## src/rtl/instruction_fetch_if.sv

```systemverilog
// Fetch-stage bus bundle: instruction-memory request/ack, the decode-side
// valid/ready slot, branch redirect from execute and the fetch enable.
`timescale 1ns/1ps
interface instruction_fetch_if #(
  parameter int INSTRUCTION_WIDTH = 33,
  parameter int IMMEDIATE_WIDTH   = 16,
  parameter int PC_WIDTH          = 16
);
  logic                         fetch_enable;
  logic                         imem_req;
  logic [PC_WIDTH-1:0]          imem_addr;
  logic                         imem_ack;
  logic [INSTRUCTION_WIDTH-1:0] imem_rdata;
  logic                         instr_valid;
  logic                         instr_ready;
  logic [INSTRUCTION_WIDTH-1:0] instr_out;
  logic [PC_WIDTH-1:0]          instr_pc;
  logic                         redirect_valid;
  logic [PC_WIDTH-1:0]          redirect_base_pc;
  logic [IMMEDIATE_WIDTH-1:0]   redirect_offset;

  // Fetch unit side
  modport master (
    input  fetch_enable,
    output imem_req, imem_addr,
    input  imem_ack, imem_rdata,
    output instr_valid,
    input  instr_ready,
    output instr_out, instr_pc,
    input  redirect_valid, redirect_base_pc, redirect_offset
  );

  // Memory / decode / execute side
  modport slave (
    output fetch_enable,
    input  imem_req, imem_addr,
    output imem_ack, imem_rdata,
    input  instr_valid,
    output instr_ready,
    input  instr_out, instr_pc,
    output redirect_valid, redirect_base_pc, redirect_offset
  );
endinterface

```

## src/rtl/instruction_fetch.sv

```systemverilog
// Instruction fetch stage: owns the PC, keeps a single outstanding memory
// request, buffers the returned word in a one-entry slot for decode and
// squashes stale or in-flight fetches on a branch redirect.
`timescale 1ns/1ps
module instruction_fetch #(
  parameter int                  INSTRUCTION_WIDTH = 33,
  parameter int                  IMMEDIATE_WIDTH   = 16,
  parameter int                  PC_WIDTH          = 16,
  parameter logic [PC_WIDTH-1:0] RESET_PC          = '0
) (
  input logic                clk,
  input logic                reset_n,
  instruction_fetch_if.master bus
);

  localparam logic [1:0] IDLE  = 2'd0;
  localparam logic [1:0] REQ   = 2'd1;
  localparam logic [1:0] DRAIN = 2'd2;

  localparam int SUM_W = ((PC_WIDTH > IMMEDIATE_WIDTH) ? PC_WIDTH : IMMEDIATE_WIDTH) + 1;

  // base + 1 + sign_extend(offset), wrapped to the PC width
  function automatic logic [PC_WIDTH-1:0] branch_target(
    input logic        [PC_WIDTH-1:0]        base,
    input logic signed [IMMEDIATE_WIDTH-1:0] off
  );
    logic signed [SUM_W-1:0] base_ext;
    logic signed [SUM_W-1:0] off_ext;
    logic signed [SUM_W-1:0] sum;
    base_ext = SUM_W'(base);
    off_ext  = SUM_W'(off);
    sum      = base_ext + off_ext + SUM_W'(1);
    return sum[PC_WIDTH-1:0];
  endfunction

  logic [1:0]          state;
  logic [PC_WIDTH-1:0] pc;
  logic                started;
  logic                slot_free;
  logic [PC_WIDTH-1:0] target;

  assign slot_free = !bus.instr_valid || bus.instr_ready;
  assign target    = branch_target(bus.redirect_base_pc, bus.redirect_offset);

  // FSM, PC, registered memory request and the decode output slot
  always_ff @(posedge clk or negedge reset_n) begin
    if (!reset_n) begin
      state           <= IDLE;
      pc              <= RESET_PC;
      started         <= 1'b0;
      bus.imem_req    <= 1'b0;
      bus.imem_addr   <= RESET_PC;
      bus.instr_valid <= 1'b0;
      bus.instr_out   <= '0;
      bus.instr_pc    <= '0;
    end else begin
      // One idle cycle after reset release before the first request goes out
      started <= 1'b1;

      if (bus.instr_valid && bus.instr_ready)
        bus.instr_valid <= 1'b0;

      if (bus.redirect_valid) begin
        pc              <= target;
        bus.instr_valid <= 1'b0;
        case (state)
          IDLE: state <= IDLE;
          REQ, DRAIN: begin
            // An in-flight request must still finish; its data is dropped
            if (bus.imem_ack) begin
              state        <= IDLE;
              bus.imem_req <= 1'b0;
            end else begin
              state        <= DRAIN;
            end
          end
          default: begin
            state        <= IDLE;
            bus.imem_req <= 1'b0;
          end
        endcase
      end else begin
        case (state)
          IDLE: begin
            if (started && bus.fetch_enable && slot_free) begin
              bus.imem_addr <= pc;
              bus.imem_req  <= 1'b1;
              state         <= REQ;
            end
          end
          REQ: begin
            if (bus.imem_ack) begin
              bus.instr_out   <= bus.imem_rdata;
              bus.instr_pc    <= bus.imem_addr;
              bus.instr_valid <= 1'b1;
              pc              <= pc + PC_WIDTH'(1);
              bus.imem_req    <= 1'b0;
              state           <= IDLE;
            end
          end
          DRAIN: begin
            if (bus.imem_ack) begin
              bus.imem_req <= 1'b0;
              state        <= IDLE;
            end
          end
          default: begin
            bus.imem_req <= 1'b0;
            state        <= IDLE;
          end
        endcase
      end
    end
  end

endmodule

```

## src/flat_wrapper.sv

```systemverilog
// flat-port wrapper written by rule: the top's interface ports become plain ports
module instruction_fetch_flat 
#(
  parameter int                  INSTRUCTION_WIDTH = 33,
  parameter int                  IMMEDIATE_WIDTH   = 16,
  parameter int                  PC_WIDTH          = 16,
  parameter logic [PC_WIDTH-1:0] RESET_PC          = '0
)
  (clk, reset_n, bus_fetch_enable, bus_imem_req, bus_imem_addr, bus_imem_ack, bus_imem_rdata, bus_instr_valid, bus_instr_ready, bus_instr_out, bus_instr_pc, bus_redirect_valid, bus_redirect_base_pc, bus_redirect_offset);
  instruction_fetch_if #(.INSTRUCTION_WIDTH(INSTRUCTION_WIDTH), .IMMEDIATE_WIDTH(IMMEDIATE_WIDTH), .PC_WIDTH(PC_WIDTH)) bus_i ();
  input logic clk;
  input logic reset_n;
  input wire logic [$bits(bus_i.fetch_enable)-1:0] bus_fetch_enable;
  output wire logic [$bits(bus_i.imem_req)-1:0] bus_imem_req;
  output wire logic [$bits(bus_i.imem_addr)-1:0] bus_imem_addr;
  input wire logic [$bits(bus_i.imem_ack)-1:0] bus_imem_ack;
  input wire logic [$bits(bus_i.imem_rdata)-1:0] bus_imem_rdata;
  output wire logic [$bits(bus_i.instr_valid)-1:0] bus_instr_valid;
  input wire logic [$bits(bus_i.instr_ready)-1:0] bus_instr_ready;
  output wire logic [$bits(bus_i.instr_out)-1:0] bus_instr_out;
  output wire logic [$bits(bus_i.instr_pc)-1:0] bus_instr_pc;
  input wire logic [$bits(bus_i.redirect_valid)-1:0] bus_redirect_valid;
  input wire logic [$bits(bus_i.redirect_base_pc)-1:0] bus_redirect_base_pc;
  input wire logic [$bits(bus_i.redirect_offset)-1:0] bus_redirect_offset;
  assign bus_i.fetch_enable = bus_fetch_enable;
  assign bus_imem_req = bus_i.imem_req;
  assign bus_imem_addr = bus_i.imem_addr;
  assign bus_i.imem_ack = bus_imem_ack;
  assign bus_i.imem_rdata = bus_imem_rdata;
  assign bus_instr_valid = bus_i.instr_valid;
  assign bus_i.instr_ready = bus_instr_ready;
  assign bus_instr_out = bus_i.instr_out;
  assign bus_instr_pc = bus_i.instr_pc;
  assign bus_i.redirect_valid = bus_redirect_valid;
  assign bus_i.redirect_base_pc = bus_redirect_base_pc;
  assign bus_i.redirect_offset = bus_redirect_offset;
  instruction_fetch #(.INSTRUCTION_WIDTH(INSTRUCTION_WIDTH), .IMMEDIATE_WIDTH(IMMEDIATE_WIDTH), .PC_WIDTH(PC_WIDTH), .RESET_PC(RESET_PC)) u_core (.clk(clk), .reset_n(reset_n), .bus(bus_i));
endmodule
```

## config.mk

```make
export PLATFORM = sky130hd
export DESIGN_NAME = instruction_fetch_flat
export DESIGN_NICKNAME = d
export VERILOG_FILES = /design/src/rtl/instruction_fetch_if.sv /design/src/rtl/instruction_fetch.sv /design/src/flat_wrapper.sv
export SDC_FILE = /design/constraint.sdc
export NUM_CORES = 1
export LEC_CHECK = 0
export CAP_MARGIN = 25
export CORE_MARGIN = 3
export CORE_UTILIZATION = 50
export DETAILED_ROUTE_END_ITERATION = 12
export PLACE_DENSITY = 0.9
export SLEW_MARGIN = 10
export SYNTH_ARGS = -nofsm -noshare
export SYNTH_HDL_FRONTEND = slang
export SYNTH_SLANG_ARGS = --single-unit
```

## constraint.sdc

```tcl
create_clock -name clk -period 6.6 [get_ports clk]
set_clock_uncertainty 0.15 [all_clocks]
set_input_delay 0.99 -clock clk [delete_from_list [all_inputs] [get_ports clk]]
set_output_delay 0.99 -clock clk [all_outputs]
set_load 0.02 [all_outputs]
```

==> flow_metrics.tcl, run 1 <==
set metrics [dict create \
    gr-total-overflow 0 \
    worst_path_max_delay_cell "fa_1" \
    grtUsageTotal 0.204 \
    final.min_clock_period_ns 3.17 \
    worst_pin_slew_ns 0.516 \
    vias_per_cell 5.41 \
    nets 598 \
    period_share 0.480 \
    layout-drive-gt1-share 0.0547 \
    ios 138 \
    syn_inst 368 \
    stdcell_area_um2 6020 \
    critPathKind "in -> reg" \
    fin_setup_tns_ns 0 \
    io_buffers 137 \
    core_um2 8300 \
    critPathMostFrequentCell "inv_1" \
    path_cells "clkdlybuf4s50_1, inv_1, ha_1, inv_1, fa_1, a211o_1, o211ai_1, a21o_1, o21ai_1, nor4bb_1, nor3_1" \
    cpPeakStageDelay_ns 0.43 \
    wl_met1_um 4230 \
    hold_start "u_core.bus.instr_out[28]" \
    nFillCells 557 \
    cp-start-kind "primary input" \
    globalplace.congestion 0.891 \
    cp.required_ns 6.68 \
    first_pass_iters 4 \
    drc 0 \
    seqCellArea_um2 2150 \
    drt-wirelength-per-cell_um 15.4 \
    pwr_density_cell_nw_per_um2 373 \
    multi_input_area_um2 2060 \
    cts_hold_buffers 0 \
    die_h_um 99.0 \
    syn-cell-area_um2 4320 \
    synthArstFlopShare 1.00 \
    fmax_mhz 316 \
    rrSetupSlack_ns 4.37 \
    ir_drop_v 0.000134 \
    setup_viol 0 \
    via_count 3341 \
    p_leak_uw 0.00263 \
    synth-main-ff-cell "dfrtp_1" \
    clk_pin_slew_ns 0.08 \
    drt-total-wl_um 9530 \
    r2r-end "u_core.bus.instr_out[4]" \
    reg2reg_depth 6 \
    synth_fp_nets 459 \
    layout_setup_ws_ns 3.43 \
    preCtsSetupSlack_ns 3.05 \
    maxUsedRoutingLayer "met4" \
    antenna_found_initial 0 \
    cp_max_fo 3 \
    endpoint_kind "register" \
    cts_setup_buffers 0 \
    power_uw 2240 \
    hp-class "reg -> reg" \
    met2_length_um 4580 \
    crit_arrival_ns 3.25 \
    cts_inserted_buffers 9 \
    rr_startpoint "u_core.state[1]" \
    dpl.hpwl_um 7430 \
    status "completed" \
    seq_area_frac_synth 0.498 \
    place_area_um2 5800 \
    synth_edf_count 0 \
    hold_viol_final 0 \
    cts_max_path_buffers 2 \
    diodes 0 \
    grt_max_degree 87 \
    cts.sink_count 86 \
    synth_top_area_frac 0.498 \
    root_buffer "clkbuf_8" \
    cts_resized 0 \
    h-tree-depth 3 \
    grt_pass1_vias 3310 \
    drt_iter0_drc 133 \
    start_util 0.521 \
    yosys-top-cells-area "dfrtp_1 (50%), mux2_1 (17%), ha_1 (5.5%)" \
    synth.top_cells.by_count "dfrtp_1 (86), mux2_1 (65), nor2_1 (22)" \
    cts_tree "done" \
    ant_nets 0 \
    ys_warn_count 0 \
    wl_met3_um 626 \
    syn_to_final_growth_pct 39.2 \
    yosysMostFrequentCell "dfrtp_1" \
    dieArea_um2 9800 \
    post-synth-top-area-cell "dfrtp_1" \
    min_to "u_core.bus.instr_out[28]" \
    whs_ns 0.343 \
    fp.dieW_um 99.0 \
    final_max_slew_viol_count 0 \
    rsz0062_at_grt "false" \
    synth-seq-cells 86 \
    synth.distinct_cells 49 \
    row_count 33 \
    clk_latency_ns 0.34 \
    holdPathStages 1 \
    grt_pass1_wl_um 16200 \
    relSlewSlack 0.656 \
    syn_avg_cell_area_um2 11.7 \
    drv_cap 0 \
]
## per-layer routing
metal | global-route usage | vias up
met5 | 0 | -
met4 | 0.0567 | 0
met3 | 0.0467 | 6
met2 | 0.339 | 131
met1 | 0.269 | 1608
li1 | - | 1596
## area by class of cell
cell class / count / area share
Multi-Input combinational cell: 256 / 0.343
Clock inverter: 4 / 0.00499
Tap cell: 105 / 0.0218
Sequential cell: 86 / 0.358
Inverter: 13 / 0.00811
Clock buffer: 12 / 0.0275
Timing Repair Buffer: 141 / 0.237
## kinds of logic (layout without fill, tap and decap cells)
kind of cell | after synthesis | count (layout) | share of synthesized area
and+or+nand+nor | 78 | 78 | 0.0915
buffers and inverters | 26 | 170 | 0.0243
DFF | 86 | 86 | 0.498
adders and majority gates | 20 | 20 | 0.0596
AOI/OAI and AO/OA | 61 | 61 | 0.0918
other | 1 | 1 | 0.000868
xor gates and xnor gates | 25 | 25 | 0.0507
muxes | 71 | 71 | 0.183
## where the power goes
part | internal [uW] | switching [uW]
clock network | 168 | 178
registers | 744 | 145
logic | 526 | 482
total | 1440 | 806
## through the flow
| step | utilization | cells |
|---|---|---|
| after floorplan | - | 368 |
| after global placement | 0.697 | 599 |
| after detailed placement | 0.699 | 600 |
| after CTS | 0.722 | 616 |
| after global routing | 0.725 | 617 |
| final | 0.725 | 617 |
## layout by cell type (no fill, tap or decap), types with 3 or more instances in the layout
cell	netlist	routed
inv_1	12	12
a21oi_1	18	18
o21ai_0	8	8
clkdlybuf4s50_1	0	136
nor2_1	22	22
nor3_1	7	7
o21ai_1	6	6
xnor2_1	14	14
xor2_1	11	11
dfrtp_1	86	86
nand4_1	6	6
a211oi_1	3	3
buf_4	0	3
nand2b_1	4	4
clkbuf_8	0	12
and3_1	3	3
mux2_1	65	65
ha_1	19	19
a21o_1	4	4
mux2i_1	6	6
nand2_1	18	18
nand3_1	8	8
## how the worst max path moves through the flow
stage | cells after the start | to | start | slack (ns)
after floorplan | 10 | u_core.pc[12] | bus_redirect_offset[0] | 3.69
after global placement | 11 | u_core.pc[12] | bus_redirect_offset[0] | 3.13
after detailed placement | 11 | u_core.pc[12] | bus_redirect_offset[0] | 3.05
after CTS | 11 | u_core.pc[12] | bus_redirect_offset[0] | 3.42
after global routing | 11 | u_core.pc[12] | bus_redirect_offset[0] | 3.29
final | 11 | u_core.pc[12] | bus_redirect_offset[0] | 3.43
## state kept, by name, summed over array words and instances, names as in the netlist
register / count
u_core.bus.imem_addr: 16
u_core.bus.imem_req: 1
u_core.bus.instr_out: 33
u_core.bus.instr_pc: 16
u_core.bus.instr_valid: 1
u_core.pc: 16
u_core.started: 1
u_core.state: 2
## worst max-delay path: cells and delay by family
family,cells,cell delay (ns)
AND/OR/NAND/NOR,2,0.40
buffers and inverters,3,0.50
AO/OA/AOI/OAI,4,0.77
adder cells (fa/ha/maj),2,0.59
(Power assumes the default switching activity.)
==> inputs of run 2 (changes only) <==
--- a/config.mk
+++ b/config.mk
@@ -7,9 +7,9 @@
 export LEC_CHECK = 0
 export CAP_MARGIN = 25
 export CORE_MARGIN = 3
-export CORE_UTILIZATION = 50
+export CORE_UTILIZATION = 47
 export DETAILED_ROUTE_END_ITERATION = 12
-export PLACE_DENSITY = 0.9
+export PLACE_DENSITY = 0.85
 export SLEW_MARGIN = 10
 export SYNTH_ARGS = -nofsm -noshare
 export SYNTH_HDL_FRONTEND = slang
==> constraint.sdc (replaced) <==
create_clock -name clk -period 3.1 [get_ports clk]
set_clock_uncertainty 0.15 [all_clocks]
set_input_delay 0.465 -clock clk [delete_from_list [all_inputs] [get_ports clk]]
set_output_delay 0.465 -clock clk [all_outputs]
set_load 0.02 [all_outputs]
==> run 2 against run 1 <==
Net effect: critical path type unchanged; largest power group unchanged; setup slack lost 3.0 ns; die area grew 6.0%; total power is 120% higher; flip-flop and latch count unchanged; utilization decreased by 3.6 points; first-iteration DRC count decreased by 5.3%; non-clock buffer count increased by 2; global-route usage shrank 1.4 points; final cell count grew 0.81%.
==> flow_metrics.tcl, run 2 (synthesized netlist as in run 1, its figures left out) <==
set metrics [dict create \
    status "completed" \
    combPwrFrac 0.445 \
    drt-wirelength-per-cell_um 15.7 \
    final_common_cell "clkdlybuf4s50_1" \
    rr_startpoint "u_core.state[1]" \
    layout_setup_ws_ns 0.428 \
    gr-total-overflow 0 \
    core_um2 8810 \
    setup_viol 0 \
    root_buffer "clkbuf_8" \
    stdcell_area_um2 6070 \
    ant_nets 0 \
    p_switching_uw 1710 \
    io_buffers 137 \
    ios 138 \
    final.min_clock_period_ns 2.67 \
    start_util 0.491 \
    cp-start-kind "primary input" \
    p_int_uw 3150 \
    globalplace.congestion 0.875 \
    cts.sink_count 86 \
    cts_setup_buffers 0 \
    row_count 34 \
    p_leak_uw 0.00265 \
    place_area_um2 5810 \
    hold_viol_final 0 \
    clkPwrFrac 0.169 \
    finalNonFillerCells 622 \
    die_h_um 102 \
    clk_pin_slew_ns 0.08 \
    cts_tree "done" \
    mostFrequentLayoutCells "clkdlybuf4s50_1 (136), dfrtp_1 (86), mux2_1 (65)" \
    cp.required_ns 3.17 \
    r2r-end "u_core.bus.instr_out[23]" \
    holdPathStages 1 \
    seq_power_share 0.386 \
    drv_cap 0 \
    drt_iter0_drc 126 \
    h-tree-depth 3 \
    dieArea_um2 10400 \
    cp-endpoint "u_core.pc[12]" \
    via_count 3354 \
    syn_to_final_growth_pct 40.4 \
    rsz0062_at_grt "false" \
    cts_inserted_buffers 9 \
    fp.dieW_um 102 \
    antenna_found_initial 0 \
    reg2reg_depth 6 \
    placedCellCount 604 \
    fmax_mhz 374 \
    p_sw_frac 0.352 \
    grtUsageTotal 0.190 \
    crit_arrival_ns 2.74 \
    grt_pass1_vias 3327 \
    critPathKind "in -> reg" \
    fin_setup_tns_ns 0 \
    clk_latency_ns 0.35 \
    grt_pass1_wl_um 15600 \
    rrSetupSlack_ns 0.82 \
    cp_max_fo 3 \
    ir_drop_v 0.000306 \
    cts_max_path_buffers 2 \
    preCtsSetupSlack_ns 0.0664 \
    cts_hold_buffers 0 \
    pwr_density_cell_nw_per_um2 800 \
    final_max_slew_viol_count 0 \
    drc 0 \
    grt_max_degree 87 \
    endpoint_kind "register" \
    startpoint "bus_redirect_offset[0]" \
    largest-register "u_core.bus.instr_out" \
    diodes 0 \
    cts_resized 0 \
    first_pass_iters 4 \
    postLayoutCoreUtil 0.689 \
    hp-class "reg -> reg" \
    drt-total-wl_um 9770 \
    dpl.hpwl_um 7550 \
    layout-drive-gt1-share 0.0564 \
    vias_per_cell 5.39 \
    nets 600 \
    largest_register_ffs 33 \
    period_share 0.862 \
]
[run 2: cell count changes in the layout (fill, tap and decap cells not counted), sizes merged]
cell and delta:
bufinv +1, clkinvlp +1, clkinv -2, dlygate4sd3 +1
buf +1
[run 2: stage by stage]
stage | hold WS [ns] | total power, uW
after detailed placement | 0.331 | 4090
after floorplan | 0.0194 | 2910
after global placement | 0.322 | 4000
after global routing | 0.354 | 5150
after CTS | 0.189 | 4920
final | 0.342 | 4860
[run 2: per-layer routing]
metal	GRT usage	vias to the layer above	part of all wire
li1	-	1605	-
met1	0.243	1587	0.44
met2	0.322	152	0.48
met3	0.0526	10	0.078
met4	0.0515	0	0.0079
met5	0	-	0
[run 2: final cells by class]
type                    count  area, um2
multi-input cells         256       2060
repair buffers            143       1450
clock inverters             4       53.8
well taps                 108        135
clock buffers              12        165
fillers                   662       2740
flip-flops and latches     86       2150
inverters                  13       48.8
[run 2: worst max-delay path: stages]
cell             delay [ns]
clkdlybuf4s50_1        0.40
inv_1                  0.06
ha_1                   0.16
inv_1                  0.05
fa_1                   0.42
a211o_1                0.33
o211ai_1               0.14
a21o_1                 0.18
o21ai_1                0.13
nor4bb_1               0.32
nor3_1                 0.09
[run 2: power groups by stage]
stage | Clock (uW) | Sequential (uW) | Combinational, uW
after floorplan | 0 | 2370 | 533
after global placement | 0 | 1880 | 2120
after detailed placement | 0 | 1910 | 2180
after CTS | 851 | 1880 | 2180
after global routing | 907 | 1940 | 2300
final | 823 | 1870 | 2160
[run 2: how the worst min path moves through the flow]
stage,to,slack (ns),start
final,u_core.bus.instr_out[4],0.34,u_core.bus.instr_out[4]
after global routing,u_core.bus.instr_pc[15],0.35,u_core.bus.instr_pc[15]
after CTS,u_core.bus.instr_out[32],0.19,reset_n
after detailed placement,u_core.bus.instr_out[23],0.33,u_core.bus.instr_out[23]
after global placement,u_core.bus.instr_pc[15],0.32,u_core.bus.instr_pc[15]
after floorplan,u_core.bus.imem_addr[0],0.02,reset_n
==> inputs of run 3 (changes only) <==
==> constraint.sdc (replaced) <==
create_clock -name clk -period 2.47 [get_ports clk]
set_clock_uncertainty 0.15 [all_clocks]
set_input_delay 0.3705 -clock clk [delete_from_list [all_inputs] [get_ports clk]]
set_output_delay 0.3705 -clock clk [all_outputs]
set_load 0.02 [all_outputs]
==> run 3 against run 2 <==
Net effect: setup slack lost 0.33 ns; sequential power increased by 26%; hold slack got worse by 0.063 ns; via count rose by 1.8%; combinational power grew 28%; routed wire length rose by 1.3%; critical path depth is 3 lower; critical endpoint is now u_core.pc[13].
==> flow_metrics.tcl, run 3 (synthesized netlist as in run 1, its figures left out) <==
set metrics [dict create \
    layout-drive-gt1-share 0.114 \
    dpl.hpwl_um 7830 \
    final.min_clock_period_ns 2.37 \
    cpPeakStageDelay_ns 0.47 \
    nets 629 \
    cp-start-kind "primary input" \
    drt-wirelength-per-cell_um 15.2 \
    hp-class "in -> reg" \
    wl_met3_um 643 \
    period_share 0.961 \
    status "completed" \
    worst_pin_slew_ns 0.564 \
    dieArea_um2 10400 \
    mostFrequentLayoutCells "clkdlybuf4s50_1 (134), dfrtp_1 (86), mux2_1 (65)" \
    start_util 0.491 \
    met2_length_um 4720 \
    p_int_uw 3840 \
    fmax_mhz 421 \
    cts_tree "done" \
    cts_max_path_buffers 2 \
    relSlewSlack 0.624 \
    gr-total-overflow 0 \
    cts_inserted_buffers 9 \
    grt_pass1_vias 3469 \
    endpoint_kind "register" \
    die_h_um 102 \
    fin_setup_tns_ns 0 \
    drc 0 \
    antenna_found_initial 0 \
    setup_viol 0 \
    cp.required_ns 2.59 \
    path_cells "clkdlybuf4s50_1, ha_1, nor2b_1, o2111ai_1, a21boi_1, or3_4, o2111a_1, a211oi_2" \
    crit_buf_inv 1 \
    drv_cap 0 \
    final_max_slew_viol_count 0 \
    grt_pass1_wl_um 16300 \
    largest_register_ffs 33 \
    fp.dieW_um 102 \
    clk_pin_slew_ns 0.09 \
    drt_iter0_drc 73 \
    maxUsedRoutingLayer "met4" \
    crit_arrival_ns 2.49 \
    postLayoutCoreUtil 0.712 \
    ir_drop_v 0.000431 \
    wl_met1_um 4420 \
    syn_to_final_growth_pct 45.1 \
    combPwrFrac 0.460 \
    ios 138 \
    p_switching_uw 2160 \
    globalplace.congestion 0.887 \
    power_uw 6000 \
    cp_max_fo 3 \
    critPathTopFamily "compound AO/OA/AOI/OAI gates" \
    final_common_cell "clkdlybuf4s50_1" \
    pwr_density_cell_nw_per_um2 957 \
    cts.sink_count 86 \
    seq_power_share 0.394 \
    rsz0062_at_grt "false" \
    nFillCells 625 \
    root_buffer "clkbuf_8" \
    first_pass_iters 4 \
    ant_nets 0 \
    p_leak_uw 0.00280 \
    core_um2 8810 \
    largest-register "u_core.bus.instr_out" \
    drt-total-wl_um 9900 \
    p_sw_frac 0.360 \
    clkPwrFrac 0.146 \
    worst_path_max_delay_cell "clkdlybuf4s50_1" \
    diodes 0 \
    clk_latency_ns 0.35 \
    grtUsageTotal 0.198 \
    h-tree-depth 3 \
    via_count 3413 \
    grt_max_degree 50 \
    row_count 34 \
    hold_viol_final 0 \
    vias_per_cell 5.24 \
    critPathKind "in -> reg" \
    io_buffers 137 \
]
[run 3: cell count changes in the layout (fill, tap and decap cells not counted), sizes merged]
cell / change
buf: +29
dlymetal6s2s: +2
clkbuf: -1
clkdlybuf4s50: -2
clkinvlp: -1
clkinv: +3
bufinv: -1
[run 3: worst reg2reg max path, delay by kind of cell, from the launching register on]
kind / cells / cell delay (ns)
adder cells (fa/ha/maj): 1 / 0.23
XOR/XNOR: 1 / 0.19
AO/OA/AOI/OAI: 2 / 0.28
flip-flops: 1 / 0.41
AND/OR/NAND/NOR: 3 / 0.70
buffers and inverters: 1 / 0.09
[run 3: timing repair]
item,in CTS,in global routing
hold buffers,1,0
resized for setup,1,6
setup endpoints to repair,1,3
endpoints found under the hold margin,43,0
cloned,0,0
pin swaps,2,9
setup buffers,0,1
[run 3: area by class of cell]
class	count	area (um2)	share of cell area
clock buffers	11	141	0.0226
clock inverters	5	35.0	0.00559
inverters	13	48.8	0.00778
multi-input cells	256	2080	0.332
flip-flops and latches	86	2150	0.343
well taps	108	135	0.0216
repair buffers	172	1680	0.267
[run 3: layer usage]
| metal | vias up | GRT usage |
|---|---|---|
| li1 | 1654 | - |
| met1 | 1613 | 0.256 |
| met2 | 133 | 0.337 |
| met3 | 13 | 0.0328 |
| met4 | 0 | 0.0696 |
| met5 | - | 0 |
[run 3: final timing paths]
path                                           from                  endpoint  slack [ns]  cells past startpoint
max                          bus_redirect_offset[1]             u_core.pc[13]         0.1                      8
min                          bus_redirect_offset[0]              u_core.pc[0]        0.28                      4
max reg2reg                         u_core.state[1]             u_core.pc[13]        0.33                      8
min reg2reg                u_core.bus.instr_out[31]  u_core.bus.instr_out[31]        0.34                      1
max in group asynchronous                   reset_n   u_core.bus.instr_out[3]        1.12                      3
min in group asynchronous                   reset_n  u_core.bus.instr_out[26]        0.41                      2
[run 3: metrics by stage]
stage | worst slack [ns] | hold slack [ns] | instance area, um2 | instances
floorplan | 0.177 | -0.0751 | 4320 | 368
global placement | -0.310 | 0.246 | 6050 | 633
detailed placement | -0.375 | 0.247 | 6050 | 633
CTS | 0.0344 | 0.350 | 6240 | 650
global route | 0.00774 | 0.283 | 6270 | 651
finish | 0.0973 | 0.279 | 6270 | 651
[run 3: power groups by stage]
stage / registers, uW / clock network [uW] / logic, uW
global route: 2450 / 959 / 2950
finish: 2360 / 876 / 2760
floorplan: 2980 / 0 / 669
global placement: 2360 / 0 / 2730
detailed placement: 2400 / 0 / 2780
CTS: 2370 / 901 / 2790
